`src/rtl/aes_pkg.sv`:
```
// Shared definitions for the inverse-AES host front end.
//   fe_state_t     : front-end FSM state encoding
//   FRAME_BITS_128 : frame length in bits for a 128-bit key (key + ciphertext)
//   SYNC_STAGES    : flop depth of each input synchronizer
package aes_pkg;

    typedef enum logic [1:0] {IDLE, SHIFT, WAIT, DONE} fe_state_t;

    localparam int FRAME_BITS_128 = 256;
    localparam int SYNC_STAGES    = 2;

endpackage

```
`src/rtl/sync_edge.sv`:
```
// Multi-flop synchronizer for one asynchronous input, with registered
// single-cycle rise/fall pulses. Pin-to-pulse latency is STAGES + 1 clocks.
// Ports:
//   clk, reset : system clock, synchronous active-high reset
//   din        : asynchronous input
//   level      : synchronized level (STAGES clocks behind the pin)
//   rise, fall : one-clock pulses, one clock behind a change of level
// STAGES must be at least 2.
module sync_edge
    import aes_pkg::*;
#(
    parameter int STAGES = SYNC_STAGES
) (
    input  logic clk,
    input  logic reset,
    input  logic din,
    output logic level,
    output logic rise,
    output logic fall
);

    logic [STAGES-1:0] chain;
    logic              level_d;

    // NOTE: every flop here is sequential state, so all assignments use <=;
    // a blocking = would collapse the chain into fewer stages in simulation.
    always_ff @(posedge clk) begin
        if (reset) begin
            chain   <= '0;
            level_d <= 1'b0;
            rise    <= 1'b0;
            fall    <= 1'b0;
        end else begin
            chain   <= {chain[STAGES-2:0], din};
            level_d <= chain[STAGES-1];
            rise    <= chain[STAGES-1] & ~level_d;
            fall    <= ~chain[STAGES-1] & level_d;
        end
    end

    assign level = chain[STAGES-1];

endmodule

```
`src/rtl/invaes_spi_frontend.sv`:
```
// Host-facing front end for invaes_core. Shifts a key and ciphertext in over
// an oversampled 3-wire link (sck/sdi/load), holds the core in load (ce = 1)
// while a frame arrives, captures the plaintext when the core reports done,
// and shifts it back out on sdo during the following frame.
// Ports:
//   clk, reset             : system clock, synchronous active-high reset
//   sck, sdi, load         : host link, asynchronous to clk
//   sdo                    : plaintext readback, MSB first
//   host_done              : result ready for readback
//   frame_err              : sticky, last frame length was not FRAME bits
//   ce, key, cyphertext    : to invaes_core
//   core_done, core_plaintext : from invaes_core
module invaes_spi_frontend
    import aes_pkg::*;
#(
    parameter int K = 128
) (
    input  logic           clk,
    input  logic           reset,
    input  logic           sck,
    input  logic           sdi,
    input  logic           load,
    output logic           sdo,
    output logic           host_done,
    output logic           frame_err,
    output logic           ce,
    output logic [K-1:0]   key,
    output logic [127:0]   cyphertext,
    input  logic           core_done,
    input  logic [127:0]   core_plaintext
);

    localparam int              FRAME     = K + 128;
    localparam int              CW        = $clog2(FRAME + 2);
    localparam logic [CW-1:0]   CNT_FRAME = CW'(FRAME);
    localparam logic [CW-1:0]   CNT_MAX   = CW'(FRAME + 1);

    logic sck_rise, sck_fall, sck_level_unused;
    logic load_rise, load_fall, load_level_unused;
    logic sdi_s, sdi_rise_unused, sdi_fall_unused;

    sync_edge #(.STAGES(SYNC_STAGES)) u_sync_sck (
        .clk(clk), .reset(reset), .din(sck),
        .level(sck_level_unused), .rise(sck_rise), .fall(sck_fall)
    );

    sync_edge #(.STAGES(SYNC_STAGES)) u_sync_load (
        .clk(clk), .reset(reset), .din(load),
        .level(load_level_unused), .rise(load_rise), .fall(load_fall)
    );

    sync_edge #(.STAGES(SYNC_STAGES)) u_sync_sdi (
        .clk(clk), .reset(reset), .din(sdi),
        .level(sdi_s), .rise(sdi_rise_unused), .fall(sdi_fall_unused)
    );

    fe_state_t       state, state_next;
    logic [CW-1:0]   bitcnt, cnt_upd;
    logic [127:0]    outsr, result;
    logic            start_frame, capture, set_err;

    // Count as it will stand after this cycle's sck rise, so a rise that
    // coincides with the load fall is included in the length check.
    always_comb begin
        cnt_upd = bitcnt;
        if (sck_rise && bitcnt != CNT_MAX) cnt_upd = bitcnt + CW'(1);
    end

    always_ff @(posedge clk) begin
        if (reset) state <= IDLE;
        else       state <= state_next;
    end

    // NOTE: every output of this block gets a default before the case, so no
    // path leaves a signal unassigned and no latch is inferred.
    always_comb begin
        state_next  = state;
        ce          = 1'b1;
        host_done   = 1'b0;
        start_frame = 1'b0;
        capture     = 1'b0;
        set_err     = 1'b0;
        case (state)
            IDLE: begin
                if (load_rise) begin
                    state_next  = SHIFT;
                    start_frame = 1'b1;
                end
            end
            SHIFT: begin
                if (load_fall) begin
                    if (cnt_upd == CNT_FRAME) begin
                        state_next = WAIT;
                        ce         = 1'b0;
                    end else begin
                        state_next = IDLE;
                        set_err    = 1'b1;
                    end
                end
            end
            WAIT: begin
                ce = 1'b0;
                // A new frame aborts the computation and leaves result alone.
                if (load_rise) begin
                    state_next  = SHIFT;
                    ce          = 1'b1;
                    start_frame = 1'b1;
                end else if (core_done) begin
                    state_next = DONE;
                    capture    = 1'b1;
                end
            end
            DONE: begin
                ce        = 1'b0;
                host_done = 1'b1;
                if (load_rise) begin
                    state_next  = SHIFT;
                    ce          = 1'b1;
                    host_done   = 1'b0;
                    start_frame = 1'b1;
                end
            end
            default: state_next = IDLE;
        endcase
    end

    always_ff @(posedge clk) begin
        if (reset) begin
            key        <= '0;
            cyphertext <= '0;
            bitcnt     <= '0;
            outsr      <= '0;
            result     <= '0;
            frame_err  <= 1'b0;
        end else begin
            if (start_frame) begin
                bitcnt    <= '0;
                frame_err <= 1'b0;
                outsr     <= result;
            end else if (state == SHIFT) begin
                if (sck_rise) begin
                    {key, cyphertext} <= {key[K-2:0], cyphertext, sdi_s};
                    bitcnt            <= cnt_upd;
                end
                // Zero fill: bits clocked past the plaintext read as 0.
                if (sck_fall) outsr <= {outsr[126:0], 1'b0};
            end
            if (set_err) frame_err <= 1'b1;
            if (capture) result    <= core_plaintext;
        end
    end

    assign sdo = outsr[127];

endmodule

```
`config.mk`:
```
export PLATFORM = sky130hd
export DESIGN_NAME = invaes_spi_frontend
export DESIGN_NICKNAME = d
export VERILOG_FILES = /design/src/rtl/aes_pkg.sv /design/src/rtl/sync_edge.sv /design/src/rtl/invaes_spi_frontend.sv
export SDC_FILE = /design/constraint.sdc
export NUM_CORES = 1
export LEC_CHECK = 0
export ABC_CLOCK_PERIOD_IN_PS = 2600
export BUFFER_PORTS_ARGS = -buffer_cell sky130_fd_sc_hd__buf_2
export CAP_MARGIN = 5
export CORE_ASPECT_RATIO = 1.4
export CORE_MARGIN = 2
export CORE_UTILIZATION = 55
export DETAILED_ROUTE_END_ITERATION = 10
export PLACE_DENSITY_LB_ADDON = 0.15
export SLEW_MARGIN = 25
export SYNTH_ARGS = -nofsm -noshare
export SYNTH_HDL_FRONTEND = slang
export SYNTH_SLANG_ARGS = --single-unit
export TNS_END_PERCENT = 20
```
`constraint.sdc`:
```
create_clock -name clk -period 2.6 [get_ports clk]
set_clock_uncertainty 0.05 [all_clocks]
set_input_delay 0 -clock clk [delete_from_list [all_inputs] [get_ports clk]]
set_output_delay 0 -clock clk [all_outputs]
set_load 0.02 [all_outputs]
```
==> impl_metrics.toml <==
[run_status]
outcome = "finished with violations"
violations = "setup timing"

[cells_and_area]
layoutNonFillerInstCount = 3457
final_core_util_pct = 71.9
mostFrequentLayoutCells = "nand2_1, dfxtp_1, buf_2"
syn_to_final_growth_pct = 29.3
drive_gt1_share_pct = 18.4
layout_commonest_cell = "nand2_1"
fin_nets = 3095
finish.instance_area_um2 = 25600

[global_routing]
grt_antenna_before_repair = 1
grt_use_met2_pct = 46.5
grt_pass1_vias = 18097
use_met3_pct = 5.01
busiest_layer = "met2"
grt_pass1_wl_um = 85700
grt_use_total_pct = 26.7
use_met1_pct = 33.7
grt_start_max_net_pins = 137
overflow = 0

[sta]
final_max_slew_viol_count = 0
relSlewSlack_pct = 49.1
fin_crit_sh_pct = 112
setup_viol = 1
rsz0062_at_grt = "true"
setup_tns_ns = -0.299
tightest_slew_ns = 0.764
fin_crit_ns = 2.90
max_freq_mhz = 345
timing.hold.ws_ns = 0.110
finalWorstSetupSlack_ns = -0.299
finalHoldViolations = 0

[worst_setup_path]
critPathKind = "reg2out"
cp-end-kind = "primary output"
critPathLaunchType = "register"
rr_endpoint = "result[19]$_SDFFE_PP0P_"
r2r-start = "state[0]$_SDFFE_PP0P_"
worstPathMaxFanout = 5
arrival_ns = 2.85
r2r_setup_slack_ns = 0.07
crit_required_ns = 2.55
reg2regPathDepth = 7

[hold_path]
min_path_type = "in2reg"
min_to = "state[0]$_SDFFE_PP0P_"
hp-start = "core_done"
worst_hold_path.num_cells = 5

[synthesis]
ys_seq_area_share_pct = 54.2
synthesis.area_um2 = 19800
synthArstFlopShare_pct = 0
synth_cell_types = 43
syn_nets = 2661
synth-main-ff-cell = "dfxtp_1"
ys_ff_latch = 536
avgSynthCellArea_um2 = 7.85
yosysWarnings = 0
synth_edf_count = 0
synthCells = 2520

[floorplan]
start_util_pct = 55.6
core_area_um2 = 35600
ios = 394
die_area_um2 = 37500
die_y_um = 228
die_width_um = 164
row_count = 82

[cts]
tritoncts = "done"
clk_pin_slew_worst_paths_ns = 0.06
root_buffer = "clkbuf_16"
cts_buffers = 49
ctsLongestPathBuffers = 3
h-tree-depth = 2
clkLatencyLatePin_ns = 0.57
cts.sinks = 536

[job]
drv_cap = 0

[pwr]
pwr_density_cell_nw_per_um2 = 662
ir_drop_v = 0.000553
p_leak_nw = 9.94

[routing]
via_per_inst = 5.45
route.antenna.remaining_nets = 0
vias = 18841
dr.pass1.iters = 5
first_iter_violations = 1683
wl_per_cell_um = 15.3
routed_wl_um = 52700
drc = 0

[placed_design]
place_area_um2 = 22100
dp.cells = 3195
hpwl_um = 31000
routabilityCongestion = 0.801
port_buffers = 393
-- repair_timing --
action,4_1_cts,5_1_grt
pin swaps,6,1
resized for setup,12,10
buffers inserted,5,2
gates cloned,0,1
hold buffers,162,0
endpoints found under the setup margin,1,20
endpoints found under the hold margin,156,0
-- registers in the layout (all words and copies together) (netlist names), 2 cells and up --
| name | flops |
|---|---|
| cyphertext | 128 |
| state | 2 |
| result | 128 |
| outsr | 128 |
| u_sync_load.chain | 2 |
| key | 128 |
| u_sync_sck.chain | 2 |
| bitcnt | 9 |
| u_sync_sdi.chain | 2 |
-- where the power goes --
part | internal, mW | switching [mW] | leakage, nW
registers | 8.30 | 0.0558 | 4.33
clock network | 4.64 | 3.10 | 0.878
logic | 0.351 | 0.505 | 4.73
total | 13.3 | 3.66 | 9.94
-- metal layers --
layer  routed length, µm  vias up
met2               26100      553
met4                1100        0
met1               22200     8936
met5                   0        -
met3                3330       88
li1                    -     9264
-- synthesized netlist by cell type (2+ instances only) --
cell type  number  area [µm²]
a21oi_1       389        1950
nand4_1         2        12.5
and2_1          2        12.5
nor3b_1         3        22.5
buf_1          17        63.8
mux2i_1         2        20.0
inv_1           7        26.3
nor2_1        139         522
buf_4           2        15.0
nor3_1          3        15.0
nor4_1          2        12.5
xnor2_1         7        61.3
nand3_1       132         661
ha_1            7        87.6
a311oi_1      128        1120
nand2b_1        2        12.5
dfxtp_1       536       10700
nor2b_1        12        75.1
nand3b_1        2        15.0
o21ai_0         3        15.0
clkbuf_1      198         743
a211oi_1        2        15.0
nand2_1       903        3390
-- cell families (layout without fill, tap and decap cells) --
| logic type | after synthesis | after routing | synth area share [%] |
|---|---|---|---|
| AO/OA/AOI/OAI | 530 | 530 | 16.0 |
| XOR/XNOR | 8 | 8 | 0.354 |
| adder cells (fa/ha/maj) | 7 | 7 | 0.443 |
| buffers and inverters | 226 | 699 | 4.40 |
| flip-flops | 536 | 536 | 54.2 |
| multiplexers | 2 | 2 | 0.101 |
| other | 0 | 1 | 0 |
| AND/OR/NAND/NOR | 1211 | 1212 | 24.5 |
-- worst max-delay path, stage by stage (launching register included) --
cell	delay [ns]
dfxtp_4	0.37
ha_2	0.22
nand4_1	0.23
nor4_2	0.25
a311oi_1	0.09
or4_4	0.58
a2111o_1	0.41
buf_6	0.15
-- layout make-up --
type                            instances  area (µm²)
Clock buffer                           67        1430
Multi-Input combinational cell       1759        8280
Inverter                                7        26.3
Timing Repair Buffer                  601        4210
Sequential cell                       536       10700
Antenna cell                            1        2.50
Tap cell                              462         578
Fill cell                            2655       10000
Clock inverter                         24         324
-- metrics by stage --
stage	total power, mW	setup WS [ns]
2_1_floorplan	8.95	0.418
3_3_place_gp	9.19	0.233
3_5_place_dp	9.20	0.104
4_1_cts	17.0	-0.240
5_1_grt	17.5	-0.338
6_report	16.9	-0.299
-- worst max path at each step --
stage                      startpoint  end  slack, ns
2_1_floorplan  bitcnt[0]$_SDFFE_PP0P_   ce       0.42
3_3_place_gp   bitcnt[0]$_SDFFE_PP0P_   ce       0.23
3_5_place_dp   bitcnt[0]$_SDFFE_PP0P_   ce       0.10
4_1_cts        bitcnt[1]$_SDFFE_PP0P_   ce      -0.24
5_1_grt        bitcnt[1]$_SDFFE_PP0P_   ce      -0.34
6_report       bitcnt[0]$_SDFFE_PP0P_   ce      -0.30
Power figures use the tool's default switching activity.
